`src/rtl/sum_splitter.sv`:
```
// Splits one total across NUM_OUTPUT lanes using a shared restoring divider.
// Define SUM_SPLITTER_REMAINDER_ROTATE_EN to rotate remainder units round-robin.
module sum_splitter #(
   parameter int NUM_OUTPUT = 4,
   parameter int WIDTH      = 16,
   parameter bit IS_SIGNED  = 1'b1
) (
   input  logic             i_clk,
   input  logic             i_rst_n,
   input  logic             i_valid,
   output logic             o_ready,
   input  logic [WIDTH-1:0] i_data,
   output logic             o_valid,
   input  logic             i_ready,
   output logic [WIDTH-1:0] o_data [NUM_OUTPUT]
);

   localparam int RW = $clog2(NUM_OUTPUT + 1) + 1;
   localparam int CW = (WIDTH > 1) ? $clog2(WIDTH) : 1;
   localparam logic [RW-1:0] DIV = RW'(NUM_OUTPUT);

   typedef enum logic [1:0] {IDLE, DIVIDE, LOAD, HOLD} state_e;

   state_e           state_q, state_d;
   logic             sign_q, sign_d;
   logic [WIDTH-1:0] quo_q, quo_d;
   logic [RW-1:0]    rem_q, rem_d;
   logic [CW-1:0]    cnt_q, cnt_d;
   logic             valid_q, valid_d;
   logic [WIDTH-1:0] data_q [NUM_OUTPUT];
   logic [WIDTH-1:0] lane_d [NUM_OUTPUT];

   logic             accept, step_en, load_en, done_en;
   logic [WIDTH-1:0] mag;
   logic [RW-1:0]    trial;
   logic             take;

   // FSM state register
   always_ff @(posedge i_clk or negedge i_rst_n) begin
      if (!i_rst_n) state_q <= IDLE;
      else          state_q <= state_d;
   end

   always_comb begin
      state_d = state_q;
      unique case (state_q)
         IDLE:    if (i_valid) state_d = DIVIDE;
         DIVIDE:  if (cnt_q == '0) state_d = LOAD;
         LOAD:    state_d = HOLD;
         HOLD:    if (i_ready) state_d = IDLE;
         default: state_d = IDLE;
      endcase
   end

   always_comb begin
      o_ready = 1'b0;
      accept  = 1'b0;
      step_en = 1'b0;
      load_en = 1'b0;
      done_en = 1'b0;
      unique case (state_q)
         IDLE: begin
            o_ready = i_rst_n;
            accept  = i_valid;
         end
         DIVIDE:  step_en = 1'b1;
         LOAD:    load_en = 1'b1;
         HOLD:    done_en = i_ready;
         default: ;
      endcase
   end

   assign o_valid = valid_q;
   assign o_data  = data_q;

   // Two's-complement minimum negates to itself, which is the right magnitude
   assign mag   = (IS_SIGNED && i_data[WIDTH-1]) ? -i_data : i_data;
   assign trial = {rem_q[RW-2:0], quo_q[WIDTH-1]};
   assign take  = (trial >= DIV);

`ifdef SUM_SPLITTER_REMAINDER_ROTATE_EN
   logic [RW-1:0] rot_q, rot_d;
   logic [RW-1:0] rot_sum;

   assign rot_sum = rot_q + rem_q;
   assign rot_d   = (rot_sum >= DIV) ? rot_sum - DIV : rot_sum;

   always_ff @(posedge i_clk or negedge i_rst_n) begin
      if (!i_rst_n)     rot_q <= '0;
      else if (load_en) rot_q <= rot_d;
   end
`endif

   for (genvar g = 0; g < NUM_OUTPUT; g++) begin : g_lane
      logic             bump;
      logic [WIDTH-1:0] part;
`ifdef SUM_SPLITTER_REMAINDER_ROTATE_EN
      logic [RW-1:0] rel;
      assign rel  = (RW'(g) >= rot_q) ? RW'(g) - rot_q
                                      : RW'(g) + DIV - rot_q;
      assign bump = (rel < rem_q);
`else
      assign bump = (RW'(g) < rem_q);
`endif
      assign part      = quo_q + WIDTH'(bump);
      assign lane_d[g] = sign_q ? -part : part;
   end

   always_comb begin
      sign_d  = sign_q;
      quo_d   = quo_q;
      rem_d   = rem_q;
      cnt_d   = cnt_q;
      valid_d = valid_q;
      if (accept) begin
         sign_d = IS_SIGNED & i_data[WIDTH-1];
         quo_d  = mag;
         rem_d  = '0;
         cnt_d  = CW'(WIDTH - 1);
      end
      if (step_en) begin
         rem_d = take ? trial - DIV : trial;
         quo_d = WIDTH'({quo_q, take});
         cnt_d = cnt_q - 1'b1;
      end
      if (load_en) valid_d = 1'b1;
      if (done_en) valid_d = 1'b0;
   end

   always_ff @(posedge i_clk or negedge i_rst_n) begin
      if (!i_rst_n) begin
         sign_q  <= 1'b0;
         quo_q   <= '0;
         rem_q   <= '0;
         cnt_q   <= '0;
         valid_q <= 1'b0;
      end else begin
         sign_q  <= sign_d;
         quo_q   <= quo_d;
         rem_q   <= rem_d;
         cnt_q   <= cnt_d;
         valid_q <= valid_d;
      end
   end

   always_ff @(posedge i_clk or negedge i_rst_n) begin
      if (!i_rst_n) begin
         for (int i = 0; i < NUM_OUTPUT; i++) data_q[i] <= '0;
      end else if (load_en) begin
         data_q <= lane_d;
      end
   end

endmodule

```
`config.mk`:
```
export PLATFORM = sky130hd
export DESIGN_NAME = sum_splitter
export DESIGN_NICKNAME = d
export VERILOG_FILES = /design/src/rtl/sum_splitter.sv
export SDC_FILE = /design/constraint.sdc
export NUM_CORES = 1
export LEC_CHECK = 0
export BUFFER_PORTS_ARGS = -buffer_cell sky130_fd_sc_hd__buf_2
export CORE_ASPECT_RATIO = 0.5
export CORE_MARGIN = 2
export CORE_UTILIZATION = 44
export DETAILED_ROUTE_END_ITERATION = 7
export PLACE_DENSITY = 0.73
export SLEW_MARGIN = 25
export SYNTH_ARGS = -nofsm -noshare
export SYNTH_HDL_FRONTEND = slang
export SYNTH_SLANG_ARGS = --single-unit
export TNS_END_PERCENT = 30
```
`constraint.sdc`:
```
create_clock -name i_clk -period 2.8 [get_ports i_clk]
set_input_delay 0.56 -clock i_clk [delete_from_list [all_inputs] [get_ports i_clk]]
set_output_delay 0.56 -clock i_clk [all_outputs]
set_load 0.02 [all_outputs]
```
# Word level (Yosys, flattened, before mapping)
# Cells that the tools add are included.
# totals
register_bits	92
word_cells	60
# classes
n_addsub	11
n_lt_le_gt_ge	5
eq_ne	6
n_mux	23
n_reduce_logical	5
# ops
cell	n
16-bit 2-to-1 mux	7
16-bit negator	5
16-bit by 1-bit adder with 16-bit output	4
4-bit 2-to-1 mux	5
1-bit by 4-bit less-than comparator with 1-bit output, first input constant	2
2-bit by 4-bit less-than comparator with 1-bit output, first input constant	2
2-bit case mux with 4 select lines	1
1-bit 2-to-1 mux	7
2-bit 2-to-1 mux	3
2-bit != test, second input constant	3
2-bit equality test, second input constant	2
4-bit by 3-bit >= comparator with 1-bit output, second input constant	1
4-bit logical NOT	1
2-bit nonzero test	2
4-bit by 1-bit subtractor with 4-bit output, second input constant	1
4-bit by 3-bit subtractor with 4-bit output, second input constant	1
3-bit AND reduction	1
2-bit by 1-bit equality test with 1-bit output, second input constant	1
2-bit logical NOT	1

# Depth between registers and ports, before layout
# Gate-level depths: netlist of the first run.
# logic_depth
ltp_word	4
mapped_depth	11
mapped_depth_nobuf	11

# Worst setup path after synthesis of the first run
# OpenSTA, ideal clock, no wires.
# synth_timing
path_type	register to register
startpoint	register rem_q[2]
endpoint	register data_q (netlist bit o_data[58])
arrival_time_ns	2.851
t_required_ns	2.658
path_slack_ns	-0.193
path_stages_with_launch	12
path_buffers	0
period_less_slack_ns	2.993
cell_sequence	dfrtp_1 > or3_1 > or2_2 > ha_1 > ha_1 > inv_1 > ha_1 > inv_1 > o32a_1 > nor4_2 > a2111o_1 > o221ai_1
# synth_between
elab_chain_cells	4
# synth_rtl
element	line_no	text
start, declared	27	logic [RW-1:0] rem_q, rem_d;
start signal, assigned	140	rem_q <= rem_d;
1-bit by 4-bit less-than comparator with 1-bit output (*)	103	assign bump = (RW'(g) < rem_q);
16-bit by 1-bit adder with 16-bit output (*)	105	assign part = quo_q + WIDTH'(bump);
16-bit negator	106	assign lane_d[g] = sign_q ? -part : part;
16-bit 2-to-1 mux (*)	106	
end signal, assigned	150	data_q <= lane_d;
end, declared	30	logic [WIDTH-1:0] data_q [NUM_OUTPUT];
# Mark *: on every way between the ends. The rest lies on a longest branch, timed or not.
# A chain may end at the register's enable or synchronous reset.

# Worst setup path after layout of the first run
# layout_timing
startpoint	register rem_q[3]
endpoint	register data_q (netlist bit o_data[28])
# layout_between
elab_chain_cells	4
# layout_rtl
element	line_no
2-bit by 4-bit less-than comparator with 1-bit output (*)	103
16-bit by 1-bit adder with 16-bit output (*)	105
16-bit negator	106
16-bit 2-to-1 mux (*)	106
# Marks and branches as above.

==> results of run 1 <==
[critical path, cell delays in order, from the launching register on]
cell and delay (ns):
dfrtp_1 0.40, buf_4 0.14, or2_4 0.23, a21o_1 0.17, ha_2 0.20, ha_4 0.22
inv_2 0.05, ha_2 0.16, nand2_1 0.05, nand4b_1 0.22, o41a_1 0.47, o21a_1 0.19
o31a_1 0.27
[state kept, by name (all words and copies together), names as in the netlist]
name	flops
rem_q	4
sign_q	1
quo_q	16
o_valid	1
cnt_q	4
state_q	2
o_data	64
[cell type report]
cell class | instances | area [µm²]
inverter | 28 | 107.6
clock inverter | 6 | 76.32
fill | 1412 | 6570
multi-input combinational | 630 | 4636
sequential | 92 | 2302
clock buffer | 10 | 229.0
timing repair buffer | 202 | 1319
tap | 204 | 255.2
[cells in the final DEF (no fill, tap or decap), drive strengths merged, types with 4 or more instances in the layout]
master,netlist,routed
nor2,42,42
dfrtp,92,92
nor3,26,26
o221ai,4,4
inv,26,31
and2,10,10
a21boi,5,5
clkbuf,33,10
xor2,26,26
nand2,72,72
a211o,8,8
ha,20,20
o31ai,20,20
a22oi,13,13
or3,21,21
or4,7,7
xnor2,53,53
o31a,10,10
o41ai,5,5
nand2b,9,9
and3,5,5
nand4,27,27
a211oi,5,5
a21o,4,4
and4,5,5
o21ai,48,48
mux2i,10,10
a21oi,34,34
a31oi,6,6
buf,27,202
o21a,5,5
nor4,22,22
mux2,29,29
or2,8,8
nand3,35,35
[cell usage after synthesis, types with 5 or more instances]
master,number
a22oi_1,13
nor3_1,26
nand3_1,34
o21ai_0,41
xnor2_1,53
o21ai_1,7
nand2_1,72
or4_1,7
or3_1,21
ha_1,20
a31oi_1,6
o31a_1,10
clkbuf_1,33
nand4_1,24
o31ai_1,20
a21boi_0,5
buf_4,5
mux2_2,29
xor2_1,26
and4_1,5
and3_1,5
a21oi_1,34
buf_1,6
nor2_1,42
o21a_1,5
nand2b_1,9
a211oi_1,5
or2_2,6
buf_2,12
and2_1,10
nor4_1,18
inv_1,26
a211o_1,8
dfrtp_1,92
mux2i_1,10
[path summary, 6_finish.rpt]
path	start	to	slack [ns]	cells after the start
max in group asynchronous	i_rst_n	o_data[0]	2.03	2
hold / removal	i_rst_n	o_valid	0.30	2
setup / recovery	rem_q[3]	o_data[28]	-0.08	12
setup reg to reg	rem_q[3]	o_data[28]	-0.08	12
hold reg to reg	o_data[36]	o_data[36]	0.49	2
min in group i_clk	i_ready	o_valid	0.38	2
[layer usage]
metal  share of wire (%)  up-vias  global-route usage [%]  routed length, µm
met5                   0        -                       0                  0
met4                0.92        0                   5.175                190
met3                 7.6       19                   4.673               1575
met2                  45      255                   38.74               9238
met1                  47     3255                   34.26               9623
li1                    -     3294                       -                  -
[power groups by stage]
stage | clock [W] | sequential (W) | combinational [W]
floorplan | 0 | 0.00297 | 0.00486
global route | 0.00138 | 0.00269 | 0.00930
detailed placement | 0 | 0.00260 | 0.00799
finish | 0.00129 | 0.00261 | 0.00857
CTS | 0.00132 | 0.00258 | 0.00809
global placement | 0 | 0.00257 | 0.00773
[through the flow]
step	hold slack [ns]	util [%]	worst slack, ns
2_1_floorplan	0.2644	-	0.008366
3_3_place_gp	0.4668	53.96	-0.02177
3_5_place_dp	0.4756	53.96	-0.07439
4_1_cts	0.3208	56.25	-0.04760
5_1_grt	0.3394	57.60	-0.2017
6_report	0.3033	57.60	-0.08361
[what timing repair did]
item | in CTS | in global routing
resized for setup | 7 | 36
setup buffers | 2 | 6
pin swaps | 6 | 8
setup endpoints to repair | 18 | 38
[cells by family after synthesis]
group           Yosys count  synth area share, %
flops                    92                32.90
compound gates          192                18.83
mux                      39                6.098
fa+ha+maj                20                3.577
simple gates            300                23.07
xor+xnor                 79                9.889
buf+inv                  88                5.633
==> results.cfg, run 1 <==
[placement]
postPlaceCellArea_um2 = 8362
gp_congestion = 0.9685
dp_hpwl_um = 15480
placed_cells = 1149
portBuffers = 85

[cts]
cts_root_buf = clkbuf_16
clock_latency_ns = 0.35
clk_pin_slew_worst_paths_ns = 0.08
cts_tree = built
clock-sinks = 92
htree_levels = 3
clock_path_buffers = 2
holdBufCountCts = 0
cts-buffers-inserted = 9

[logic_synthesis]
synth-edff-count = 0
synth_cell_types = 67
avgSynthCellArea_um2 = 8.638
syn_nets = 850
ys_top_cells_by_area = dfrtp_1 (33%), xnor2_1 (6.6%), mux2_2 (4.7%)
synth_top_area_cell = dfrtp_1
ys_warn_count = 0
synth_top_area_share_pct = 32.90
postSynthCellCount = 810
synth-seq-area-share_pct = 32.90
ys_ff_latch = 92
syn_area_um2 = 6997
synthArstFlopShare_pct = 100.0
ys.flop_type = dfrtp_1

[timing]
clock.fmax_mhz = 346.8
finalSetupTns_ns = -0.3020
post-route-period-util_pct = 103.0
fin_crit_ns = 2.884
finalSetupViolCount = 9
tightest_slew_ns = 0.9883
slew_headroom_pct = 33.64
rsz0062_at_grt = true
finClkSkew_ns = 0.01340
drv_slew = 0
fin_ws_ns = -0.08361
report.final.hold_viol_count = 0

[layout]
area_delta_synth_final_pct = 27.56
final_cell_area_um2 = 8925
drive_gt1_share_pct = 31.92
final_nets = 1003
final_cells = 1172
diodes = 0

[grt]
grt_usage_pct = 24.24
grt_pass1_vias = 6617
grt_pass1_wl_um = 32990
grt_max_degree = 51
antenna_found_initial = 0
grt_overflow = 0

[drt]
drt_iter0_markers = 426
viasPerCell = 5.822
via_count = 6823
wire_per_inst_um = 17.60
routed_wl_um = 20630
drcViolationCount = 0
first_pass_iters = 5
postRouteAntennaNets = 0

[floorplanning]
die-area_um2 = 16990
rows = 32
fp.dieW_um = 182.3
start_util_pct = 45.16
io_pins = 86
fp.dieH_um = 93.17
core_area_um2 = 15490

[critical_path]
crit_fanout = 4
worstPathArrival_ns = 3.12
worstSetupPathType = reg -> reg
worst_ep_required_time_ns = 3.04
critPathCaptureType = flop
crit_path_start_kind = flop

[pwr]
power_w = 0.01247
clkPwrFrac_pct = 10.4
seqPwrFrac_pct = 20.9
p_int_w = 0.006508
peakVddDrop_uv = 515.0
swShare_pct = 47.81
p_leak_nw = 3.714
switching_power_w = 0.005961
p_per_area_nw_per_um2 = 1397
p_comb_share_pct = 68.7

[outcome]
status = finished, violations left
violations = negative setup slack

[job]
max_cap_violations = 0

[hold_path]
min_path_type = in -> async
(Power assumes the default switching activity.)
==> inputs of run 2 (changes only) <==
--- a/config.mk
+++ b/config.mk
@@ -10,7 +10,7 @@
 export CORE_MARGIN = 2
 export CORE_UTILIZATION = 44
 export DETAILED_ROUTE_END_ITERATION = 7
-export PLACE_DENSITY = 0.73
+export PLACE_DENSITY = 0.7
 export SLEW_MARGIN = 25
 export SYNTH_ARGS = -nofsm -noshare
 export SYNTH_HDL_FRONTEND = slang
==> constraint.sdc (replaced) <==
create_clock -name i_clk -period 3.15 [get_ports i_clk]
set_input_delay 0.63 -clock i_clk [delete_from_list [all_inputs] [get_ports i_clk]]
set_output_delay 0.63 -clock i_clk [all_outputs]
set_load 0.02 [all_outputs]
==> run 2 against run 1 <==
Compared with the run above:
- the flow now finishes without violations
- maximum frequency shrank 5.1%
- critical endpoint is now o_data[44]
- highest routed layer unchanged
- global-route usage shrank 1.0 points
- count of clock-buffer cells in the layout unchanged
- cell area down 8.0%
==> results.cfg, run 2 (synthesis results as in run 1) <==
[timing]
tightest_slew_ns = 0.9006
fin_crit_ns = 3.038
finalSetupViolCount = 0
clock.fmax_mhz = 329.1
fin_ws_ns = 0.1115
finClkSkew_ns = 0.005597
slew_headroom_pct = 39.74
rsz0062_at_grt = true
drv_slew = 0
post-route-period-util_pct = 96.46
report.final.hold_viol_count = 0

[layout]
largest_register_ffs = 64
area_delta_synth_final_pct = 17.29
final_nets = 941
drive_gt1_share_pct = 23.62
fill_cells = 1425
diodes = 0
layout_commonest_cell = dfrtp_1
final_cell_mix = dfrtp_1 (92), buf_2 (84), nand2_1 (72), buf_4 (54), xnor2_1 (52)
final_util_pct = 52.96

[floorplanning]
fp.dieH_um = 93.17
start_util_pct = 45.16
fp.dieW_um = 182.3
io_pins = 86
core_area_um2 = 15490
die-area_um2 = 16990
rows = 32

[critical_path]
r2r-end = o_data[44]
crit_path_start_kind = flop
worstPathArrival_ns = 3.25
critPathCaptureType = flop
r2r_start = rem_q[1]
worstRegToRegCells = 11
crit_fanout = 4
worst_ep_required_time_ns = 3.36
ff2ff_setup_slack_ns = 0.11
worstSetupPathType = reg -> reg

[grt]
grt_use_met2_pct = 33.78
grt_pass1_vias = 6004
grt_use_met1_pct = 35.53
grt_overflow = 0
antenna_found_initial = 0
grt_usage_pct = 23.23
grt_max_degree = 49
grt_pass1_wl_um = 31370
grt_use_met3_pct = 3.816
gr-max-usage-layer = met1

[drt]
wire_per_inst_um = 17.60
postRouteAntennaNets = 0
via_count = 6661
drt_iter0_markers = 498
viasPerCell = 6.001
drcViolationCount = 0
first_pass_iters = 5
routed_wl_um = 19540

[cts]
cts_tree = built
clk_pin_slew_worst_paths_ns = 0.07
cts-buffers-inserted = 9
clock-sinks = 92
cts_root_buf = clkbuf_16
htree_levels = 3
clock_path_buffers = 2
holdBufCountCts = 0
clock_latency_ns = 0.34

[pwr]
peakVddDrop_uv = 410.3
p_per_area_nw_per_um2 = 1211
p_leak_nw = 3.385

[outcome]
status = complete, no violations

[job]
max_cap_violations = 0

[placement]
portBuffers = 85
gp_congestion = 0.9148
pre_cts_slack_ns = 0.02313
dp_hpwl_um = 14760

[hold_path]
min_path_type = in -> async
## run 2: changes by cell type in the layout (fill, tap and decap cells not counted), moves of 4 or more
cell,change
ha_4,-7
nand3_1,+5
ha_1,+9
nand3_2,-5
inv_1,+4
buf_4,-63
## run 2: how the worst max path moves through the flow
stage	start	cells after the start	slack [ns]	end
4_1_cts	rem_q[2]	11	0.02	o_data[42]
5_1_grt	rem_q[3]	11	-0.06	o_data[31]
3_3_place_gp	rem_q[2]	11	0.13	o_data[42]
3_5_place_dp	rem_q[2]	11	0.02	o_data[42]
6_report	rem_q[1]	11	0.11	o_data[44]
2_1_floorplan	rem_q[2]	11	0.16	o_data[58]
## run 2: repair_timing
item	4_1_cts	5_1_grt
endpoints found under the setup margin	0	15
setup buffers	0	1
endpoints found under the hold margin	0	0
gates resized for setup	0	15
## run 2: final cells by class
class                   instances  area [µm²]  share of cell area [%]
clock inverters                 6       47.55                  0.5794
clock buffers                  10       239.0                   2.912
multi-input cells             630        4392                   53.51
repair buffers                140       865.8                   10.55
well taps                     204       255.2                   3.110
flip-flops and latches         92        2302                   28.05
inverters                      28       105.1                   1.281
## run 2: critical path, cell delays in order (launching register included)
cell and delay, ns:
dfrtp_1 0.39, or3_1 0.39, ha_1 0.22, ha_1 0.31, inv_1 0.07, ha_1 0.17
or4b_4 0.48, o31ai_4 0.10, nand4_4 0.17, o41ai_2 0.36, xnor2_1 0.16, a21oi_1 0.08
## run 2: layer usage
metal | vias up | part of all wire [%]
li1 | 3171 | -
met1 | 3182 | 49
met2 | 283 | 41
met3 | 25 | 7.5
met4 | 0 | 1.7
met5 | - | 0
## run 2: power by group
part | internal, W | leakage [nW] | switching (W)
Combinational | 0.00268 | 2.14 | 0.00383
Sequential | 0.00179 | 1.10 | 0.000581
Clock | 0.000565 | 0.139 | 0.000497
Total | 0.00503 | 3.38 | 0.00490
## run 2: through the flow
step / setup TNS [ns] / hold WS (ns) / power [W] / instance area (µm²) / std cells
after global placement: 0 / 0.4638 / 0.008534 / 7824 / 1093
after detailed placement: 0 / 0.4718 / 0.008677 / 7824 / 1093
after CTS: 0 / 0.3996 / 0.009765 / 8110 / 1109
after floorplan: 0 / 0.3344 / 0.006755 / 6997 / 810
after global routing: -0.1480 / 0.4247 / 0.01072 / 8207 / 1110
final: 0 / 0.3819 / 0.009939 / 8207 / 1110
